$ cat config.mk
export PLATFORM = sky130hd
export DESIGN_NAME = fixed_to_float_pipe
export DESIGN_NICKNAME = d
export VERILOG_FILES = /design/src/rtl/fixed_to_float_pipe.sv
export SDC_FILE = /design/constraint.sdc
export NUM_CORES = 1
export LEC_CHECK = 0
export CAP_MARGIN = 10
export CORE_ASPECT_RATIO = 1.25
export CORE_MARGIN = 4
export CORE_UTILIZATION = 60
export DETAILED_ROUTE_END_ITERATION = 6
export PLACE_DENSITY = 0.82
export SLEW_MARGIN = 5
export SYNTH_ARGS = -nofsm -noshare
export SYNTH_HDL_FRONTEND = slang
export SYNTH_SLANG_ARGS = --single-unit
$ cat constraint.sdc
create_clock -name clk -period 19.6 [get_ports clk]
set_clock_uncertainty 0.2 [all_clocks]
set_input_delay 2.94 -clock clk [delete_from_list [all_inputs] [get_ports clk]]
set_output_delay 2.94 -clock clk [all_outputs]
set_load 0.05 [all_outputs]
$ cat src/rtl/fixed_to_float_pipe.sv
// -----------------------------------------------------------------------------
// fixed_to_float_pipe
//   Four-stage pipelined converter from signed two's-complement fixed point
//   (DATA_WIDTH_fix bits, FRAC_BITS fractional) to IEEE-754 single precision.
//   Valid/ready handshake on both sides. The whole pipe advances together
//   whenever the output register is empty or being drained.
//
//   Stages:
//     S1  sign capture and absolute value
//     S2  leading-one position and zero detect
//     S3  left-normalise, biased exponent
//     S4  mantissa rounding and packing (output register)
//
//   Build option:
//     FIX2FLT_ROUND_NEAREST_EN  defined   -> round to nearest, ties to even
//                               undefined -> truncate toward zero
//
//   Ports:
//     clk        rising-edge clock
//     rst        asynchronous active-high reset
//     fix_in     fixed-point operand
//     in_valid   fix_in valid
//     in_ready   block accepts fix_in this cycle
//     float_out  converted single-precision result
//     out_valid  float_out valid
//     out_ready  downstream accepts float_out
// -----------------------------------------------------------------------------
module fixed_to_float_pipe #(
    parameter int DATA_WIDTH_fix   = 64,
    parameter int DATA_WIDTH_float = 32,
    parameter int FRAC_BITS        = 32
) (
    input  logic                        clk,
    input  logic                        rst,
    input  logic [DATA_WIDTH_fix-1:0]   fix_in,
    input  logic                        in_valid,
    output logic                        in_ready,
    output logic [DATA_WIDTH_float-1:0] float_out,
    output logic                        out_valid,
    input  logic                        out_ready
);

    localparam int DW = DATA_WIDTH_fix;
    // Width of the bits below the leading one after normalisation.
    localparam int FW = DW - 1;
    localparam int PW = $clog2(DW);
    // Biased exponent = p - FRAC_BITS + 127. The true value always lies in
    // 1..254 for legal parameters, so modulo-256 arithmetic is exact.
    localparam logic [7:0] EXP_ADJ = 8'(127 - FRAC_BITS);

    logic          w_adv;

    logic          r_s1_valid;
    logic          r_s1_sign;
    logic [DW-1:0] r_s1_mag;

    logic          r_s2_valid;
    logic          r_s2_sign;
    logic          r_s2_zero;
    logic [PW-1:0] r_s2_p;
    logic [FW-1:0] r_s2_mag;

    logic          r_s3_valid;
    logic          r_s3_sign;
    logic [7:0]    r_s3_exp;
    logic [22:0]   r_s3_mant;
`ifdef FIX2FLT_ROUND_NEAREST_EN
    logic          r_s3_guard;
    logic          r_s3_sticky;
`endif

    logic          r_out_valid;
    logic [31:0]   r_float_out;

    logic [PW-1:0] w_p;
    logic          w_zero;
    logic [PW-1:0] w_sh;
    logic [7:0]    w_exp;

    assign w_adv     = !r_out_valid || out_ready;
    assign in_ready  = w_adv;
    assign out_valid = r_out_valid;
    assign float_out = r_float_out;

    // ------------------------------------------------------------------ S1
    // Unary minus of the most negative value yields 2^(DW-1), which is the
    // correct magnitude when read as unsigned.
    always_ff @(posedge clk or posedge rst) begin
        if (rst) begin
            r_s1_valid <= 1'b0;
            r_s1_sign  <= 1'b0;
            r_s1_mag   <= '0;
        end else if (w_adv) begin
            r_s1_valid <= in_valid;
            r_s1_sign  <= fix_in[DW-1];
            r_s1_mag   <= fix_in[DW-1] ? -fix_in : fix_in;
        end
    end

    // ------------------------------------------------------------------ S2
    // Ascending scan: the last set bit seen is the highest one.
    always_comb begin
        w_p = '0;
        for (int i = 0; i < DW; i++) begin
            if (r_s1_mag[i]) begin
                w_p = PW'(i);
            end
        end
    end

    assign w_zero = (r_s1_mag == '0);

    // The leading one itself is implicit in the float format, so only the
    // bits below the MSB are carried forward; for the most negative input
    // the MSB is the leading one and drops out naturally.
    always_ff @(posedge clk or posedge rst) begin
        if (rst) begin
            r_s2_valid <= 1'b0;
            r_s2_sign  <= 1'b0;
            r_s2_zero  <= 1'b0;
            r_s2_p     <= '0;
            r_s2_mag   <= '0;
        end else if (w_adv) begin
            r_s2_valid <= r_s1_valid;
            r_s2_sign  <= r_s1_sign;
            r_s2_zero  <= w_zero;
            r_s2_p     <= w_p;
            r_s2_mag   <= r_s1_mag[FW-1:0];
        end
    end

    // ------------------------------------------------------------------ S3
    // Shifting by DW-1-p pushes the leading one just past the top of the
    // FW-bit field, leaving the fraction bits left-aligned.
    assign w_sh  = PW'(DW - 1) - r_s2_p;
    assign w_exp = r_s2_zero ? 8'd0 : (8'(r_s2_p) + EXP_ADJ);

`ifdef FIX2FLT_ROUND_NEAREST_EN
    logic [FW-1:0] w_frac;
    assign w_frac = r_s2_mag << w_sh;
`else
    logic [22:0]   w_mant;
    assign w_mant = 23'((r_s2_mag << w_sh) >> (FW - 23));
`endif

    always_ff @(posedge clk or posedge rst) begin
        if (rst) begin
            r_s3_valid  <= 1'b0;
            r_s3_sign   <= 1'b0;
            r_s3_exp    <= '0;
            r_s3_mant   <= '0;
`ifdef FIX2FLT_ROUND_NEAREST_EN
            r_s3_guard  <= 1'b0;
            r_s3_sticky <= 1'b0;
`endif
        end else if (w_adv) begin
            r_s3_valid  <= r_s2_valid;
            // Zero always packs as +0.
            r_s3_sign   <= r_s2_sign && !r_s2_zero;
            r_s3_exp    <= w_exp;
`ifdef FIX2FLT_ROUND_NEAREST_EN
            r_s3_mant   <= w_frac[FW-1 -: 23];
            r_s3_guard  <= w_frac[FW-24];
            r_s3_sticky <= |w_frac[FW-25:0];
`else
            r_s3_mant   <= w_mant;
`endif
        end
    end

    // ------------------------------------------------------------------ S4
`ifdef FIX2FLT_ROUND_NEAREST_EN
    logic        w_round_up;
    logic [30:0] w_rounded;
    assign w_round_up = r_s3_guard && (r_s3_sticky || r_s3_mant[0]);
    // Adding across {exp, mant} lets a mantissa overflow clear the mantissa
    // and bump the exponent in one step.
    assign w_rounded  = {r_s3_exp, r_s3_mant} + 31'(w_round_up);
`endif

    always_ff @(posedge clk or posedge rst) begin
        if (rst) begin
            r_out_valid <= 1'b0;
            r_float_out <= '0;
        end else if (w_adv) begin
            r_out_valid <= r_s3_valid;
`ifdef FIX2FLT_ROUND_NEAREST_EN
            r_float_out <= {r_s3_sign, w_rounded};
`else
            r_float_out <= {r_s3_sign, r_s3_exp, r_s3_mant};
`endif
        end
    end

endmodule

## Word level (Yosys, flattened, before mapping)

Cells that the tools add are included.

- Add/sub/neg operators: 3
- Shift-type cells: 1
- Muxes and demuxes: 65
- Reduce and logical (&&, ||, !) cells: 5

Operator list:

| operator | number |
|---|---|
| two-way mux 6 bit | 62 |
| zero test 64 bit | 1 |
| two-way mux 64 bit | 1 |
| negator 64 bit | 1 |
| << shifter 63 x 6 -> 63 bit | 1 |
| adder 6 x 7 -> 8 bit (second input constant) | 1 |
| two-way mux 8 bit | 1 |
| subtractor 6 bit (first input constant) | 1 |
| zero test 1 bit | 2 |
| logical AND 1 bit | 1 |
| logical OR 1 bit | 1 |
| two-way mux 1 bit | 1 |

- Flip-flop bits (word level): 204
- Input port bits: 68
- Output and inout bits: 34

## Longest topological paths before layout

Gate-level depths: netlist of run 1.

- Depth in word-level cells: 63
- Mapped depth: 11
- Mapped depth without buffers: 8

## Least setup slack after synthesis of run 1

OpenSTA, ideal clock, no wires.

- Kind: input to output
- Start point: in out_ready
- End point: out in_ready
- Arrival: 4.218 ns
- Slack: 12.242 ns
- Stages on the path: 5
- Path buffers: 3
- Cell sequence: nor2b_1 -> inv_1 -> clkbuf_1 -> clkbuf_1 -> clkbuf_1

- Cells in the longest elaborated chain, start to end: 1

RTL lines:

| what | RTL line | RTL |
|---|---|---|
| from (decl) | 40 | `input logic out_ready` |
| logical OR 1 bit | 80 | `assign w_adv = !r_out_valid \|\| out_ready;` |
| to (decl) | 37 | `output logic in_ready,` |

Every way passes these cells.

## Worst setup path after layout of run 1

Same ends and word-level chain as after synthesis.

==> results of run 1 <==
final cells by class:
type	count	area [µm²]
multi-input combinational	1127	7300
fill	1708	6340
sequential	204	5110
clock inverter	8	71.3
timing repair buffer	112	1100
tap	274	343
inverter	21	88.8
clock buffer	30	609
tightest hold or removal path, cell delays in order (launching register included):
cell and delay [ns]:
dfrtp_1 0.34, nand2_1 0.05, nand2_1 0.05
state kept, by name (all words and copies together) (netlist names):
name,count
r_s1_mag,64
r_s2_mag,63
float_out,32
r_s3_mant,23
r_s3_exp,8
r_s2_p,6
out_valid,1
r_s1_sign,1
r_s1_valid,1
r_s2_sign,1
r_s2_valid,1
r_s2_zero,1
r_s3_sign,1
r_s3_valid,1
power by group through the flow:
stage                     registers [W]  logic (W)  clock network [W]
after floorplan                0.000834   0.000862                  0
after global placement         0.000772    0.00127                  0
after detailed placement       0.000785    0.00128                  0
after CTS                      0.000780    0.00129           0.000399
after global routing           0.000812    0.00141           0.000416
final                          0.000784    0.00130           0.000392
cells in the final DEF, fill, tap and decap left out, types with 8 or more instances in the layout:
cell type / instances
a211oi_1: 10
a21oi_1: 42
a31oi_1: 8
buf_4: 10
clkbuf_16: 21
clkdlybuf4s50_1: 100
dfrtp_1: 202
inv_1: 16
mux2_2: 45
mux2i_1: 47
mux4_2: 40
nand2_1: 404
nand3_1: 8
nor2_1: 79
nor2b_1: 9
nor3_1: 23
nor4_1: 18
o211ai_1: 8
o21ai_0: 83
o21ai_1: 21
o22a_1: 9
o22ai_1: 35
o31ai_1: 32
o41ai_1: 8
or3_1: 19
or4_1: 15
xor2_1: 60
path summary, 6_finish.rpt:
path | slack [ns] | start | cells after the start | to
max in group asynchronous | 14.88 | rst | 3 | float_out[22]
hold / removal | 0.26 | float_out[3] | 2 | float_out[3]
min in group asynchronous | 2.80 | rst | 2 | float_out[26]
setup reg to reg | 15.86 | r_s2_p[1] | 7 | r_s3_mant[7]
hold reg to reg | 0.26 | float_out[3] | 2 | float_out[3]
setup / recovery | 11.53 | out_ready | 4 | in_ready
per-stage QoR:
stage	utilization	cells	worst slack, ns	area, µm²	hold slack, ns
after detailed placement	0.665	1738	11.51	13900	0.248
after CTS	0.697	1776	11.51	14600	0.268
final	0.697	1776	11.53	14600	0.261
after floorplan	-	1454	10.89	12900	0.230
after global placement	0.665	1738	11.52	13900	0.243
after global routing	0.697	1776	11.41	14600	0.282
cells by family after synthesis:
group,Yosys count,share of synthesized area
flip-flops,204,0.396
AND/OR/NAND/NOR,607,0.202
AO/OA/AOI/OAI,321,0.172
buffers and inverters,123,0.0382
adder cells (fa/ha/maj),2,0.00194
multiplexers,132,0.146
XOR/XNOR,65,0.0442
per-layer routing:
layer | vias to the layer above | global-route usage | routed length, µm
met4 | 0 | 0.129 | 1600
met5 | - | 0 | 0
met1 | 5286 | 0.357 | 13600
met2 | 390 | 0.472 | 16100
li1 | 5287 | - | -
met3 | 89 | 0.0337 | 1810
==> qor.yml, run 1 <==
yosys:
  synth.top_cell.area_share: 0.396
  syn-num-nets: 1524
  ys_top_cells_by_area: "dfrtp_1 (40%), nand2_1 (12%), mux4_2 (7.0%)"
  async_reset_ff_frac: 1.00
  ys_seq_area_frac: 0.396
  synthFlopType: "dfrtp_1"
  syn_area_per_cell_um2: 8.87
  synthTopCellsByCount: "nand2_1 (404), dfrtp_1 (204), o21ai_0 (83)"
  ys_seq_elements: 204
  yosysUniqueCellTypes: 67
  ys_warn_count: 0
  synth_edf_count: 0
  synthCells: 1454
  synth_area_leader_cell: "dfrtp_1"
  syn_area_um2: 12900
  synthMostInstantiatedCell: "nand2_1"
layout:
  num_antenna_cells: 0
  areaGrowthSynthToFinish_pct: 13.4
  drive_gt1_frac: 0.106
  nets: 1557
power:
  power_leakage_nw: 6.15
  power_frac_seq: 0.316
  p_sw_frac: 0.446
  combPwrFrac: 0.526
  irDropWorstVdd_uv: 93.3
  total_power_w: 0.00248
  powerDensity_nw_per_um2: 170
  p_clk_frac: 0.158
  intPower_w: 0.00137
  switching_power_w: 0.00111
status:
  status: "completed"
floorplanning:
  die_area_um2: 23900
  start_util: 0.615
  dieWidth_um: 139
  fp.dieH_um: 172
  io_pins: 102
  core_area_um2: 21000
  num_rows: 59
clock_tree:
  cts_sinks: 204
  cts_tree: "yes"
  cts_hold_buffers: 0
  cts_resized: 0
  htree_num_levels: 1
  clock_latency_ns: 0.50
  cts_setup_buffers: 0
  cts_buffer_depth: 3
  clk_pin_slew_ns: 0.06
  cts_root_buffer: "clkbuf_16"
  cts_buffers: 21
routing:
  dr.pass1.iters: 5
  postRouteAntennaNets: 0
  wl_mm: 33.1
  drt_iter0_markers: 827
  post_drt_wl_per_cell_um: 18.6
  viasPerCell: 6.22
  vias: 11100
  drcViolationCount: 0
timing:
  post-route-period-util: 0.412
  finalHoldViolations: 0
  setup_viol: 0
  fmax_mhz: 124
  fin_crit_ns: 8.07
  rsz0062_at_grt: "false"
  slew_violations: 0
  slew_headroom: 0.363
  fin_setup_tns_ns: 0
  tightest_slew_ns: 0.956
setup_path:
  arrival_ns: 4.93
  slowest_stage: "clkdlybuf4s50_1"
  path_buf_inv: 3
  critPathLaunchType: "input port"
  path_cells: "clkdlybuf4s50_1 > nor2b_4 > inv_4 > clkdlybuf4s50_1"
  crit_type: "in -> out"
  critPathMaxStageDelay_ns: 0.93
  cpMostUsedCell: "clkdlybuf4s50_1"
  crit_path_max_fanout: 79
  crit_family: "buffers and inverters"
  cp-end-kind: "output pin"
  cp_data_required_time_ns: 16.46
global_routing:
  antenna_found_initial: 0
  grt_pass1_wl_mm: 54.9
  grt.total_usage: 0.277
  grt_max_degree: 206
  grt_pass1_vias: 10700
  grt_overflow_total: 0
place:
  dp_hpwl_mm: 23.9
  io_buffers: 101
  globalplace.congestion: 0.949
hold_path:
  hold_class: "reg -> reg"
run:
  max_cap_violations: 0
No activity file was read; power rests on OpenSTA's default activity.
==> run 2: changes to the inputs <==
- clock period: 19.6 -> 7.85 ns (I/O delays scaled with it)
==> qor.yml, run 2 (synthesized netlist as in run 1, its figures left out) <==
routing:
  routed-wl-met2_mm: 16.1  # +0.11%
  route.met3.wl_mm: 1.77  # -2.3%
  vias: 11200  # +1.0%
  wl_mm: 33.1  # about the same
  viasPerCell: 6.29  # +1.1%
  top_layer: "met4"
  dr.pass1.iters: 5  # unchanged
  drcViolationCount: 0  # unchanged
  post_drt_wl_per_cell_um: 18.7  # about the same
  wl_met1_mm: 13.6  # about the same
  drt_iter0_markers: 994  # +20%
  postRouteAntennaNets: 0  # unchanged
timing:
  fmax_mhz: 201
  hold_slack_ns: 0.259  # -0.00235 ns
  setup_viol: 0  # unchanged
  fin_crit_ns: 4.96
  finalHoldViolations: 0  # unchanged
  slew_headroom: 0.376  # +0.0139
  post-route-period-util: 0.632
  fin_setup_tns_ns: 0  # unchanged
  tightest_slew_ns: 0.935  # -0.0209 ns
  slew_violations: 0  # unchanged
  rsz0062_at_grt: "false"
floorplanning:
  core_area_um2: 21000  # unchanged
  start_util: 0.615  # unchanged
  dieWidth_um: 139  # unchanged
  die_area_um2: 23900  # unchanged
  num_rows: 59  # unchanged
  fp.dieH_um: 172  # unchanged
  io_pins: 102  # unchanged
layout:
  final_common_cell: "nand2_1"
  num_antenna_cells: 0  # unchanged
  most-common-layout-cells: "nand2_1 (404), dfrtp_1 (202), clkdlybuf4s50_1 (100)"
  areaGrowthSynthToFinish_pct: 13.5  # about the same
  largest_reg_flops: 64  # unchanged
  top_register: "r_s1_mag"
  nets: 1557  # unchanged
  drive_gt1_frac: 0.105  # -0.00119
run:
  max_cap_violations: 0  # unchanged
clock_tree:
  cts_setup_buffers: 0  # unchanged
  cts_tree: "yes"
  cts_resized: 0  # unchanged
  cts_hold_buffers: 0  # unchanged
  clk_pin_slew_ns: 0.06  # about the same
  cts_root_buffer: "clkbuf_16"
  cts_sinks: 204  # unchanged
  clock_latency_ns: 0.51  # about the same
  htree_num_levels: 1  # unchanged
  cts_buffer_depth: 3  # unchanged
  cts_buffers: 20  # -4.8%
setup_path:
  cp_data_required_time_ns: 6.47  # -9.99 ns
  crit_path_max_fanout: 79  # unchanged
  critPathLaunchType: "input port"
  cp-end-kind: "output pin"
  crit_type: "in -> out"
  arrival_ns: 3.59  # -1.34 ns
place:
  io_buffers: 101  # unchanged
  dp_hpwl_mm: 23.8  # -0.40%
  globalplace.congestion: 0.980  # +3.3%
global_routing:
  grt.total_usage: 0.274  # -0.00295
  grt_pass1_wl_mm: 54.3  # -1.1%
  antenna_found_initial: 0  # unchanged
  grt_pass1_vias: 10600  # -1.1%
  grt_max_degree: 133  # -35%
  grt_overflow_total: 0  # unchanged
power:
  total_power_w: 0.00622  # +150%
  power_leakage_nw: 6.14  # about the same
  irDropWorstVdd_uv: 242  # +160%
  powerDensity_nw_per_um2: 425  # +150%
status:
  status: "completed"
hold_path:
  hold_class: "reg -> reg"
run 2: changes by cell type in the layout (fill, tap and decap cells not counted), sizes merged:
cell	delta
buf	+1
clkinvlp	+1
clkbuf	-3
clkinv	-3
bufinv	+2
run 2: layer usage:
metal  global-route usage  up-vias
li1                     -     5290
met2                0.465      401
met1                0.356     5375
met5                    0        -
met4                0.126        0
met3               0.0321       99
run 2: where the power goes:
group	total, W	switching [W]	internal (W)
Sequential	0.00198	0.000488	0.00149
Combinational	0.00322	0.00187	0.00136
Clock	0.00101	0.000406	0.000608
run 2: worst paths after layout:
kind / start / endpoint / slack [ns] / cells after the start
worst min-delay path: r_s3_valid / r_s3_valid / 0.26 / 2
min in group asynchronous: rst / float_out[24] / 1.03 / 2
worst max register to register: r_s2_p[0] / r_s3_mant[15] / 4.06 / 7
max in group asynchronous: rst / float_out[18] / 4.86 / 3
worst min register to register: r_s3_valid / r_s3_valid / 0.26 / 2
worst max-delay path: out_ready / in_ready / 2.89 / 5
run 2: cell type report:
class | instances | area, µm²
fillers | 1665 | 6340
repair buffers | 113 | 1100
multi-input cells | 1127 | 7300
flip-flops and latches | 204 | 5110
clock inverters | 8 | 124
inverters | 21 | 88.8
well taps | 274 | 343
clock buffers | 27 | 568
run 2: worst max-delay path, cell delays in order:
cell	delay [ns]
clkdlybuf4s50_1	0.50
nor2b_4	0.04
buf_4	0.30
inv_4	0.60
clkdlybuf4s50_1	0.94
run 2: metrics by stage:
step	setup WS, ns	utilization	std cells	instance area [µm²]
floorplan	0.905	-	1454	12900
global placement	2.89	0.665	1739	13900
detailed placement	2.87	0.665	1739	13900
CTS	2.87	0.698	1774	14600
global route	2.74	0.698	1774	14600
finish	2.89	0.698	1774	14600
==> run 3: changes to the inputs <==
- CORE_UTILIZATION: 60 -> 54
- PLACE_DENSITY: 0.82 -> 0.78
- clock period: 7.85 -> 4 ns (I/O delays scaled with it)
==> qor.yml, run 3 (synthesized netlist as in run 1, its figures left out) <==
floorplanning:
  fp.dieH_um: 181  # +5.2%
  core_area_um2: 23300  # +11%
  dieWidth_um: 146  # +5.1%
  io_pins: 102  # unchanged
  num_rows: 62  # +5.1%
  start_util: 0.554  # -0.0610
  die_area_um2: 26400  # +11%
setup_path:
  cp_data_required_time_ns: 4.16  # -2.31 ns
  path_cells: "clkdlybuf4s50_1 > or4_4 > or4b_1 > or4_4 > o41ai_2 > xor2_1 > o21ai_1"
  critPathMaxStageDelay_ns: 0.76  # -0.18 ns
  r2r_slack_ns: 0.84  # -3.22 ns
  reg2regPathDepth: 7  # unchanged
  worstReg2RegStart: "r_s2_p[0]"
  crit_path_max_fanout: 18  # -77%
  critPathLaunchType: "input port"
  crit_type: "in -> reg"
  r2r-end: "r_s3_mant[20]"
  crit_family: "simple AND/OR/NAND/NOR gates"
  cp_num_cells: 7  # +2
  endpoint: "r_s1_mag[52]"
  arrival_ns: 3.60  # about the same
  slowest_stage: "or4_4"
  startpoint: "fix_in[9]"
  path_buf_inv: 1  # -3
  cpMostUsedCell: "or4_4"
  cp-end-kind: "flip-flop"
clock_tree:
  cts_resized: 0  # unchanged
  cts_setup_buffers: 0  # unchanged
  cts_buffer_depth: 3  # unchanged
  clk_pin_slew_ns: 0.06  # about the same
  htree_num_levels: 1  # unchanged
  clock_latency_ns: 0.52  # about the same
  cts_tree: "yes"
  cts_sinks: 204  # unchanged
  cts_root_buffer: "clkbuf_16"
  cts_buffers: 22  # +10%
  cts_hold_buffers: 0  # unchanged
hold_path:
  hold_class: "reg -> reg"
place:
  io_buffers: 101  # unchanged
  dp_hpwl_mm: 24.6  # +3.1%
  globalplace.congestion: 0.976  # -0.41%
run:
  max_cap_violations: 0  # unchanged
routing:
  viasPerCell: 6.13  # -2.5%
  vias: 11100  # -0.51%
  drt_iter0_markers: 920  # -7.4%
  drcViolationCount: 0  # unchanged
  wl_mm: 33.7  # +1.9%
  dr.pass1.iters: 7  # +2
  postRouteAntennaNets: 0  # unchanged
  post_drt_wl_per_cell_um: 18.6  # -0.18%
timing:
  tightest_slew_ns: 1.15  # +0.211 ns
  finalHoldViolations: 0  # unchanged
  setup_viol: 0  # unchanged
  rsz0062_at_grt: "false"
  fmax_mhz: 291
  fin_crit_ns: 3.44
  slew_violations: 0  # unchanged
  slew_headroom: 0.236  # -0.141
  post-route-period-util: 0.859
  fin_setup_tns_ns: 0  # unchanged
power:
  powerDensity_nw_per_um2: 830  # +95%
  power_leakage_nw: 6.26  # +1.9%
  p_clk_frac: 0.165  # +0.002
  p_sw_frac: 0.444  # about the same
  irDropWorstVdd_uv: 369  # +53%
  combPwrFrac: 0.521  # +0.003
  intPower_w: 0.00686  # +98%
  power_frac_seq: 0.314  # -0.005
  switching_power_w: 0.00548  # +98%
global_routing:
  grt.total_usage: 0.252  # -0.0217
  grt_pass1_wl_mm: 55.7  # +2.6%
  grt_overflow_total: 0  # unchanged
  antenna_found_initial: 0  # unchanged
  grt_pass1_vias: 10800  # +1.6%
  grt_max_degree: 197  # +48%
layout:
  areaGrowthSynthToFinish_pct: 15.3
  layout.core_utilization: 0.639  # -0.0591
  largest_reg_flops: 64  # unchanged
  nets: 1577  # +1.3%
  num_antenna_cells: 0  # unchanged
  final_common_cell: "nand2_1"
  drive_gt1_frac: 0.119  # +0.0142
  most-common-layout-cells: "nand2_1 (404), dfrtp_1 (202), clkdlybuf4s50_1 (99)"
  top_register: "r_s1_mag"
status:
  status: "completed"
[run 3: changes by cell type in the layout (fill, tap and decap cells not counted), moves of 2 or more]
| cell | previous run | this run |
|---|---|---|
| buf_4 | 12 | 27 |
| buf_12 | 0 | 4 |
| bufinv_16 | 3 | 1 |
| clkbuf_16 | 21 | 23 |
| clkbuf_8 | 2 | 4 |
| clkinvlp_4 | 2 | 4 |
[run 3: routing by layer]
metal	wire length, µm	GRT usage	vias to the layer above
met1	14200	0.327	5308
met2	16300	0.423	359
li1	-	-	5336
met3	1500	0.0281	105
met5	0	0	-
met4	1760	0.122	0
[run 3: how the worst min path moves through the flow]
stage | start | end | slack (ns) | cells past startpoint
6_report | r_s3_valid | r_s3_valid | 0.26 | 2
5_1_grt | r_s3_valid | out_valid | 0.28 | 1
4_1_cts | r_s3_valid | r_s3_valid | 0.26 | 2
3_5_place_dp | r_s3_valid | r_s3_valid | 0.25 | 2
3_3_place_gp | r_s3_valid | r_s3_valid | 0.24 | 2
2_1_floorplan | r_s3_valid | r_s3_valid | 0.23 | 2
[run 3: worst reg2reg max path, delay by kind of cell (launching register included)]
kind	cells	cell delay [ns]
muxes	1	0.23
DFF	1	0.80
and+or+nand+nor	1	0.37
buffers and inverters	1	0.38
AOI/OAI and AO/OA	4	1.12
[run 3: layout make-up]
cell class / count / area (µm²)
Fill cell: 1990 / 8410
Clock inverter: 9 / 85.1
Sequential cell: 204 / 5110
Tap cell: 288 / 360
Inverter: 21 / 85.1
Timing Repair Buffer: 131 / 1280
Clock buffer: 31 / 646
Multi-Input combinational cell: 1127 / 7300
[run 3: stage by stage]
stage	instances	total power (W)	area, µm²	setup WS (ns)	hold slack, ns
2_1_floorplan	1454	0.00831	12900	0.556	0.230
3_3_place_gp	1771	0.0101	14100	0.121	0.244
3_5_place_dp	1771	0.0102	14100	0.0605	0.247
4_1_cts	1811	0.0123	14900	0.583	0.260
5_1_grt	1811	0.0131	14900	0.508	0.280
6_report	1811	0.0123	14900	0.562	0.256
[run 3: power by group through the flow]
| stage | Clock (W) | Sequential, W | Combinational (W) |
|---|---|---|---|
| final | 0.00204 | 0.00387 | 0.00643 |
| after global routing | 0.00215 | 0.00403 | 0.00695 |
| after CTS | 0.00208 | 0.00386 | 0.00638 |
| after detailed placement | 0 | 0.00388 | 0.00633 |
| after global placement | 0 | 0.00382 | 0.00627 |
| after floorplan | 0 | 0.00409 | 0.00423 |
